==> src/rtl/serv_rf_ram_seq_if.sv <==
// serv_rf_ram_seq_if: serial RF side and wide RAM side of the RF sequencer
interface serv_rf_ram_seq_if #(
  parameter int W = 2,
  parameter int WITH_CSR = 1
);
  localparam int RW = 5 + WITH_CSR;
  localparam int AW = RW + 5 - $clog2(W);
  logic rreq;
  logic [RW-1:0] rreg0, rreg1;
  logic ready, rdata0, rdata1;
  logic [RW-1:0] wreg0, wreg1;
  logic wen0, wen1, wdata0, wdata1;
  logic [AW-1:0] ram_waddr, ram_raddr;
  logic [W-1:0] ram_wdata, ram_rdata;
  logic ram_wen, ram_ren;
  modport slave (
    input rreq, rreg0, rreg1, wreg0, wreg1, wen0, wen1, wdata0, wdata1, ram_rdata,
    output ready, rdata0, rdata1, ram_waddr, ram_wdata, ram_wen, ram_raddr, ram_ren
  );
  modport master (
    output rreq, rreg0, rreg1, wreg0, wreg1, wen0, wen1, wdata0, wdata1, ram_rdata,
    input ready, rdata0, rdata1, ram_waddr, ram_wdata, ram_wen, ram_raddr, ram_ren
  );
endinterface

==> src/rtl/serv_rf_ram_seq.sv <==
// serv_rf_ram_seq: bit-serial two-port RF front end for a W-bit wide 1R1W SRAM
module serv_rf_ram_seq #(
  parameter int W = 2,
  parameter int WITH_CSR = 1
) (
  input logic i_clk,
  input logic i_rst,
  serv_rf_ram_seq_if.slave rf
);
  localparam int LW = $clog2(W);
  localparam int RW = 5 + WITH_CSR;
  localparam int AW = RW + 5 - LW;
  localparam logic IDLE = 1'b0;
  localparam logic BUSY = 1'b1;
  localparam logic [5:0] TM = 6'(W - 1);
  localparam logic [4:0] WM = 5'(W - 1);
  logic state, busy, ren, load, win, ren_q, sel_q;
  logic [5:0] rcnt;
  logic [RW-1:0] rreg0, rreg1;
  logic [W-1:0] hold0, sh0, sh1;
  assign busy = state == BUSY;
  assign ren = busy && !rcnt[5] && (rcnt & TM) < 6'd2;
  assign load = busy && rcnt >= 6'd2 && rcnt < 6'd34 && ((rcnt - 6'd2) & TM) == 6'd0;
  assign win = busy && rcnt >= 6'd3;
  assign rf.ram_ren = ren;
  assign rf.ram_raddr = ren ? {(rcnt[0] ? rreg1 : rreg0), rcnt[4:LW]} : '0;
  assign rf.ready = busy && rcnt == 6'd2;
  assign rf.rdata0 = win && sh0[0] && |rreg0;
  assign rf.rdata1 = win && sh1[0] && |rreg1;
  // port 1 data lands exactly on the chunk boundary, so it bypasses the holding register
  always_ff @(posedge i_clk) begin
    if (i_rst) begin
      state <= IDLE;
      rcnt <= '0;
      rreg0 <= '0;
      rreg1 <= '0;
      ren_q <= 1'b0;
      sel_q <= 1'b0;
      hold0 <= '0;
      sh0 <= '0;
      sh1 <= '0;
    end else begin
      ren_q <= ren;
      sel_q <= rcnt[0];
      rcnt <= (busy && rcnt != 6'd34) ? rcnt + 6'd1 : '0;
      if (!busy && rf.rreq) begin
        state <= BUSY;
        rreg0 <= rf.rreg0;
        rreg1 <= rf.rreg1;
      end else if (busy && rcnt == 6'd34) state <= IDLE;
      if (ren_q && !sel_q) hold0 <= rf.ram_rdata;
      sh0 <= load ? hold0 : sh0 >> 1;
      sh1 <= load ? rf.ram_rdata : sh1 >> 1;
    end
  end
  logic [4:0] wcnt;
  logic [W-2:0] acc0, acc1;
  logic [W-1:0] nxt0, nxt1, st_data, wdata_r;
  logic [AW-1:0] st_addr, waddr_r;
  logic en, done0, done1, pend1, wen_r;
  assign en = rf.wen0 | rf.wen1;
  assign nxt0 = {rf.wdata0, acc0};
  assign nxt1 = {rf.wdata1, acc1};
  assign done0 = en && (wcnt & WM) == WM && rf.wen0;
  assign done1 = en && (wcnt & WM) == WM && rf.wen1;
  assign rf.ram_wen = wen_r;
  assign rf.ram_waddr = waddr_r;
  assign rf.ram_wdata = wdata_r;
  // port 1 chunks wait one cycle in the stage so they follow port 0 into the single write slot
  always_ff @(posedge i_clk) begin
    if (i_rst) begin
      wcnt <= '0;
      acc0 <= '0;
      acc1 <= '0;
      pend1 <= 1'b0;
      st_addr <= '0;
      st_data <= '0;
      wen_r <= 1'b0;
      waddr_r <= '0;
      wdata_r <= '0;
    end else begin
      wcnt <= wcnt + 5'(en);
      if (rf.wen0) acc0 <= nxt0[W-1:1];
      if (rf.wen1) acc1 <= nxt1[W-1:1];
      pend1 <= done1;
      if (done1) begin
        st_addr <= {rf.wreg1, wcnt[4:LW]};
        st_data <= nxt1;
      end
      wen_r <= done0 | pend1;
      waddr_r <= done0 ? {rf.wreg0, wcnt[4:LW]} : pend1 ? st_addr : '0;
      wdata_r <= done0 ? nxt0 : pend1 ? st_data : '0;
    end
  end
endmodule

==> src/flat_wrapper.sv <==
// flat-port wrapper written by rule: the top's interface ports become plain ports
module serv_rf_ram_seq_flat 
#(
  parameter int W = 2,
  parameter int WITH_CSR = 1
)
  (i_clk, i_rst, rf_rreq, rf_rreg0, rf_rreg1, rf_wreg0, rf_wreg1, rf_wen0, rf_wen1, rf_wdata0, rf_wdata1, rf_ram_rdata, rf_ready, rf_rdata0, rf_rdata1, rf_ram_waddr, rf_ram_wdata, rf_ram_wen, rf_ram_raddr, rf_ram_ren);
  serv_rf_ram_seq_if #(.W(W), .WITH_CSR(WITH_CSR)) rf_i ();
  input logic i_clk;
  input logic i_rst;
  input wire logic [$bits(rf_i.rreq)-1:0] rf_rreq;
  input wire logic [$bits(rf_i.rreg0)-1:0] rf_rreg0;
  input wire logic [$bits(rf_i.rreg1)-1:0] rf_rreg1;
  input wire logic [$bits(rf_i.wreg0)-1:0] rf_wreg0;
  input wire logic [$bits(rf_i.wreg1)-1:0] rf_wreg1;
  input wire logic [$bits(rf_i.wen0)-1:0] rf_wen0;
  input wire logic [$bits(rf_i.wen1)-1:0] rf_wen1;
  input wire logic [$bits(rf_i.wdata0)-1:0] rf_wdata0;
  input wire logic [$bits(rf_i.wdata1)-1:0] rf_wdata1;
  input wire logic [$bits(rf_i.ram_rdata)-1:0] rf_ram_rdata;
  output wire logic [$bits(rf_i.ready)-1:0] rf_ready;
  output wire logic [$bits(rf_i.rdata0)-1:0] rf_rdata0;
  output wire logic [$bits(rf_i.rdata1)-1:0] rf_rdata1;
  output wire logic [$bits(rf_i.ram_waddr)-1:0] rf_ram_waddr;
  output wire logic [$bits(rf_i.ram_wdata)-1:0] rf_ram_wdata;
  output wire logic [$bits(rf_i.ram_wen)-1:0] rf_ram_wen;
  output wire logic [$bits(rf_i.ram_raddr)-1:0] rf_ram_raddr;
  output wire logic [$bits(rf_i.ram_ren)-1:0] rf_ram_ren;
  assign rf_i.rreq = rf_rreq;
  assign rf_i.rreg0 = rf_rreg0;
  assign rf_i.rreg1 = rf_rreg1;
  assign rf_i.wreg0 = rf_wreg0;
  assign rf_i.wreg1 = rf_wreg1;
  assign rf_i.wen0 = rf_wen0;
  assign rf_i.wen1 = rf_wen1;
  assign rf_i.wdata0 = rf_wdata0;
  assign rf_i.wdata1 = rf_wdata1;
  assign rf_i.ram_rdata = rf_ram_rdata;
  assign rf_ready = rf_i.ready;
  assign rf_rdata0 = rf_i.rdata0;
  assign rf_rdata1 = rf_i.rdata1;
  assign rf_ram_waddr = rf_i.ram_waddr;
  assign rf_ram_wdata = rf_i.ram_wdata;
  assign rf_ram_wen = rf_i.ram_wen;
  assign rf_ram_raddr = rf_i.ram_raddr;
  assign rf_ram_ren = rf_i.ram_ren;
  serv_rf_ram_seq #(.W(W), .WITH_CSR(WITH_CSR)) u_core (.i_clk(i_clk), .i_rst(i_rst), .rf(rf_i));
endmodule
==> config.mk <==
export PLATFORM = sky130hd
export DESIGN_NAME = serv_rf_ram_seq_flat
export DESIGN_NICKNAME = d
export VERILOG_FILES = /design/src/rtl/serv_rf_ram_seq_if.sv /design/src/rtl/serv_rf_ram_seq.sv /design/src/flat_wrapper.sv
export SDC_FILE = /design/constraint.sdc
export NUM_CORES = 1
export LEC_CHECK = 0
export ABC_AREA = 1
export BUFFER_PORTS_ARGS = -buffer_cell sky130_fd_sc_hd__buf_4
export CORE_MARGIN = 2
export CORE_UTILIZATION = 40
export DETAILED_ROUTE_END_ITERATION = 8
export GPL_TIMING_DRIVEN = 0
export MAX_ROUTING_LAYER = met4
export PLACE_DENSITY_LB_ADDON = 0.12
export REMOVE_ABC_BUFFERS = 1
export SLEW_MARGIN = 30
export SYNTH_ARGS = -nofsm -noshare
export SYNTH_HDL_FRONTEND = slang
export SYNTH_SLANG_ARGS = --single-unit
==> constraint.sdc <==
create_clock -name i_clk -period 2.7 [get_ports i_clk]
set_input_delay 0.405 -clock i_clk [delete_from_list [all_inputs] [get_ports i_clk]]
set_output_delay 0.405 -clock i_clk [all_outputs]
set_load 0.005 [all_outputs]
; After elaboration in Yosys (flattened, before gate mapping)
; Index checks and enable logic that the tools add are counted.
[classes]
n_addsub = 3
n_reduce_logical = 27
eq_ne = 3
div_mod_pow = 0
n_bitwise = 4
multipliers = 0
magnitude_cmp = 4
shift = 0
mux = 10
[op_table]
columns = operator, count
row1 = 10-bit two-way mux, 3
row2 = 1-bit logical AND, 18
row3 = "6-bit by 2-bit >= comparator with 1-bit output, second input constant", 2
row4 = 6-bit OR reduction, 2
row5 = "6-bit by 1-bit adder with 6-bit output, second input constant", 1
row6 = "6-bit by 2-bit == test with 1-bit output, second input constant", 1
row7 = "6-bit == test, second input constant", 1
row8 = 6-bit logical NOT, 1
row9 = "6-bit less-than comparator, second input constant", 1
row10 = 6-bit two-way mux, 1
row11 = "6-bit inequality test, second input constant", 1
row12 = 5-bit by 1-bit adder with 5-bit output, 1
row13 = 1-bit two-way mux, 4
row14 = 2-bit two-way mux, 2
row15 = 2-bit OR reduction, 2
row16 = 1-bit logical NOT, 3
row17 = "1-bit by 2-bit less-than comparator with 1-bit output, second input constant", 1
row18 = 1-bit inverter, 2
row19 = 1-bit bitwise OR, 2
row20 = 2-bit nonzero test, 1
row21 = "1-bit subtractor, second input constant", 1
[word_totals]
ff_bits = 60
latch_bits = 0
elab_cells = 71
memories = 0
ram_bits = 0
mem_bits_ro = 0

; Logic depth before layout (Yosys ltp)
[depth]
depth_word = 6
ltp_mapped = 9

; Worst setup path after synthesis
; OpenSTA, ideal clock, no wires.
[synth_timing]
kind = register to output
startpoint = reg u_core.rcnt[0]
endpoint = out rf_ram_raddr[9]
t_arrival_ns = 0.877
path_slack_ns = 1.418
stages_incl_launch_ff = 5
path_cell_list = dfxtp_1 -> buf_4 -> inv_1 -> o21ai_0 -> a21oi_1
[synth_between]
elab_chain_len = 3
word_cells_on_any_way = 4
[synth_lines]
columns = element, line_no
row1 = "start, declared", serv_rf_ram_seq.sv:18  ; logic [5:0] rcnt;
row2 = "start signal, assigned", serv_rf_ram_seq.sv:45  ; rcnt <= (busy && rcnt != 6'd34) ? rcnt + 6'd1 : '0;
row3 = 1-bit by 2-bit less-than comparator with 1-bit output, serv_rf_ram_seq.sv:22  ; assign ren = busy && !rcnt[5] && (rcnt & TM) < 6'd2;
row4 = 1-bit logical AND, serv_rf_ram_seq.sv:22
row5 = 10-bit two-way mux (*), serv_rf_ram_seq.sv:26  ; assign rf.ram_raddr = ren ? {(rcnt[0] ? rreg1 : rreg0), rcnt[4:LW]} : '0;
row6 = "end, declared", flat_wrapper.sv:27  ; output wire logic [$bits(rf_i.ram_raddr)-1:0] rf_ram_raddr;
; Mark *: on every way between the ends. The rest lies on a longest branch, timed or not.

; Final worst setup path
; Ends and elaborated chain as after synthesis.

==> metrics.md <==
| Metric | Value |
|---|---|
| Proportion of register bits with asynchronous set or reset after synthesis | `0%` |
| Peak supply drop | `0.394 mV` |
| Final setup viols | `0` |
| Post-synth top flop | `sky130_fd_sc_hd__dfxtp_1` |
| Worst Setup Path Type | `reg -> out` |
| Crit path from | `u_core.rcnt[0]$_SDFF_PP0_` |
| Routed length per placed instance | `11.5 µm` |
| Synthesized area per cell | `7.86 µm²` |
| Setup slack on the worst flop-to-flop path | `1.00 ns` |
| Die extent in y | `81.4 µm` |
| Cell row count | `28` |
| WP data arrival | `1.66 ns` |
| Length of the first detailed-routing pass in iterations | `4` |
| Total track usage | `17.3%` |
| Layout Area Growth over Synthesis | `29.3%` |
| Cts bufs inserted | `9` |
| Commonest cells after routing, fill and taps aside | `sky130_fd_sc_hd__nor2_1 (85), sky130_fd_sc_hd__dfxtp_1 (60), sky130_fd_sc_hd__buf_4 (59)` |
| Buffer depth of the longest clock path | `2` |
| Final GP Congestion | `0.807` |
| Port Buf Inserts | `59` |
| Cells after Synth | `305` |
| R2r worst-path depth | `5` |
| Shortest period the worst path allows | `2.06 ns` |
| Max-Cap Viols | `0` |
| Number of distinct library cell variants in the gate-level netlist after synthesis | `29` |
| Initial antenna violation count | `0` |
| Type of destination of the critical path | `output port` |
| Wire length after detailed routing | `5110 µm` |
| Largest net degree at the start of global routing | `34` |
| Startpoint of the worst-slack reg-to-reg timing path | `u_core.rcnt[0]$_SDFF_PP0_` |
| Yosys warning total | `0` |
| Netlist Area Pre-Place | `0.00240 mm²` |
| Detail-routed via count per cell | `4.70` |
| Clk_skew | `0.00729 ns` |
| Count of buffers added by post-CTS timing repair for setup | `0` |
| Count of flip-flops with a built-in enable after synthesis | `0` |
| Unrepaired setup endpoints after global routing | `false` |
| Total gr overflow | `0` |
| Tcrit/Tclk final | `76.4%` |
| Count of vias placed by the detailed router | `2084` |
| Vias in the first global route | `1886` |
| Post-cts resize count | `0` |
| Worst-margin pin slew | `0.817 ns` |
| H-Tree Depth | `3` |
| Critical-path maximum fanout | `13` |
| Final count of pins violating max slew | `0` |
| Global-route wire length before repair | `8400 µm` |
| Num ports | `60` |
| Number of design rule violations left after detail routing | `0` |
| Fraction of layout cells with a size suffix above 1 | `25.5%` |
| Count of state elements after synthesis | `60` |
| Worst Slack Setup Final | `0.636 ns` |
| Master cell of the clock root buffer | `sky130_fd_sc_hd__clkbuf_8` |
| Diode count | `0` |
| # clock sinks | `60` |
| Die width | `81.4 µm` |
| Pre-CTS setup slack | `0.687 ns` |
| Crit path to | `rf_ram_raddr[9]` |
| Antenna Nets Post-Route | `0` |
| Final number of hold-violating endpoints | `0` |
| Power Density | `673 mW/mm²` |
| Setup TNS | `0 ns` |
| Initial Util | `41.0%` |
| CP Launch Type | `register` |
| Peak clock frequency supported by timing | `485 MHz` |
| Worst EP required | `2.30 ns` |
| Most frequent standard cell in the layout excluding fill and tap cells | `sky130_fd_sc_hd__nor2_1` |
| TritonCTS clock tree | `yes` |
| Clk slew on worst S/H paths | `0.07 ns` |
| Run status | `finished clean` |
| Min-delay worst type | `in -> reg` |
| Dpl hpwl | `3560 µm` |
| Violation count after the first detailed-route iteration | `80` |
| Sequential share of the synthesized area | `50.1%` |
| Leakage | `0.00136 µW` |
| Skew-Pair Late Insertion Delay | `0.32 ns` |
| Area enclosed by the die boundary | `0.00663 mm²` |
| Std-Cell Core Area | `0.00585 mm²` |
| Relative slew slack | `45.2%` |
| Worst reg2reg path endpoint | `u_core.rcnt[2]$_SDFF_PP0_` |
| Nets | `401` |
| Final-layout worst hold slack | `0.276 ns` |
| Hold_buf cts | `0` |
synthesized netlist by cell type (3+ instances only):
library cell               count  area share (%)
sky130_fd_sc_hd__a211oi_1      3            0.94
sky130_fd_sc_hd__a21oi_1      16             3.3
sky130_fd_sc_hd__buf_2         5             1.0
sky130_fd_sc_hd__buf_4         3            0.94
sky130_fd_sc_hd__clkbuf_1      3            0.47
sky130_fd_sc_hd__dfxtp_1      60              50
sky130_fd_sc_hd__ha_1          4             2.1
sky130_fd_sc_hd__inv_1        27             4.2
sky130_fd_sc_hd__inv_2         4            0.63
sky130_fd_sc_hd__nand2_1      25             3.9
sky130_fd_sc_hd__nand2_2       3            0.78
sky130_fd_sc_hd__nand3_1       3            0.63
sky130_fd_sc_hd__nand3_2       3             1.3
sky130_fd_sc_hd__nand4_1       3            0.78
sky130_fd_sc_hd__nor2_1       85              13
sky130_fd_sc_hd__nor2_4        3             1.4
sky130_fd_sc_hd__nor3_1       10             2.1
sky130_fd_sc_hd__o21ai_0      31             6.5
power by group:
| group | switching, µW | total (µW) | internal [µW] |
|---|---|---|---|
| Combinational | 123 | 218 | 94.4 |
| Clock | 337 | 901 | 563 |
| Sequential | 31.9 | 966 | 934 |
metal layers:
| metal | vias up | routed length (µm) | track usage [%] | part of all wire [%] |
|---|---|---|---|---|
| met2 | 46 | 2320 | 26.1 | 45 |
| met5 | - | 0 | - | 0 |
| li1 | 1089 | - | - | - |
| met3 | 6 | 243 | 4.11 | 4.8 |
| met1 | 943 | 2460 | 21.7 | 48 |
| met4 | 0 | 75 | 8.64 | 1.5 |
kinds of logic after synthesis:
group	count (synthesis)	share of synthesized area, %
XOR/XNOR	3	1.10
flip-flops	60	50.1
buffers and inverters	42	7.31
AND/OR/NAND/NOR	141	26.9
adder cells (fa/ha/maj)	4	2.09
AO/OA/AOI/OAI	55	12.5
worst max-delay path, cell delays in order (launching register included):
cell and delay (ns):
sky130_fd_sc_hd__dfxtp_1 0.65, sky130_fd_sc_hd__inv_1 0.27, sky130_fd_sc_hd__o21ai_0 0.21, sky130_fd_sc_hd__a21oi_1 0.07, sky130_fd_sc_hd__buf_4 0.14
registers in the layout (all words and copies together), names as in the netlist:
register / count
u_core.rf.ram_waddr: 10
u_core.st_addr: 10
u_core.rcnt: 6
u_core.rreg0: 6
u_core.rreg1: 6
u_core.wcnt: 5
u_core.hold0: 2
u_core.rf.ram_wdata: 2
u_core.sh0: 2
u_core.sh1: 2
u_core.st_data: 2
u_core.acc0: 1
u_core.acc1: 1
u_core.busy: 1
u_core.pend1: 1
u_core.ren_q: 1
u_core.rf.ram_wen: 1
u_core.sel_q: 1
layout make-up:
cell class | count | area (µm²)
repair buffers | 59 | 443
clock inverters | 4 | 72.6
clock buffers | 11 | 151
fillers | 588 | 2750
flip-flops and latches | 60 | 1200
multi-input cells | 203 | 1020
well taps | 75 | 93.8
inverters | 31 | 116
stage by stage:
stage / utilization, % / std cells / cell area, µm² / total power [µW]
floorplan: - / 294 / 2340 / 1110
global placement: 49.1 / 428 / 2870 / 1200
detailed placement: 49.1 / 428 / 2870 / 1210
CTS: 53.0 / 443 / 3100 / 2110
global route: 53.0 / 443 / 3100 / 2180
finish: 53.0 / 443 / 3100 / 2080
worst min path at each step:
stage,end,slack (ns),depth (start not counted),from
6_report,u_core.st_data[1]$_SDFFE_PP0P_,0.28,3,rf_wdata1
5_1_grt,u_core.st_data[1]$_SDFFE_PP0P_,0.28,3,rf_wdata1
4_1_cts,u_core.st_data[1]$_SDFFE_PP0P_,0.27,3,rf_wdata1
3_5_place_dp,u_core.rf.ram_waddr[0]$_SDFF_PP0_,0.45,2,u_core.st_addr[0]$_SDFFE_PP0P_
3_3_place_gp,u_core.st_addr[0]$_SDFFE_PP0P_,0.44,2,u_core.st_addr[0]$_SDFFE_PP0P_
2_1_floorplan,u_core.st_addr[0]$_SDFFE_PP0P_,0.43,2,u_core.st_addr[0]$_SDFFE_PP0P_
(Power assumes the default switching activity.)
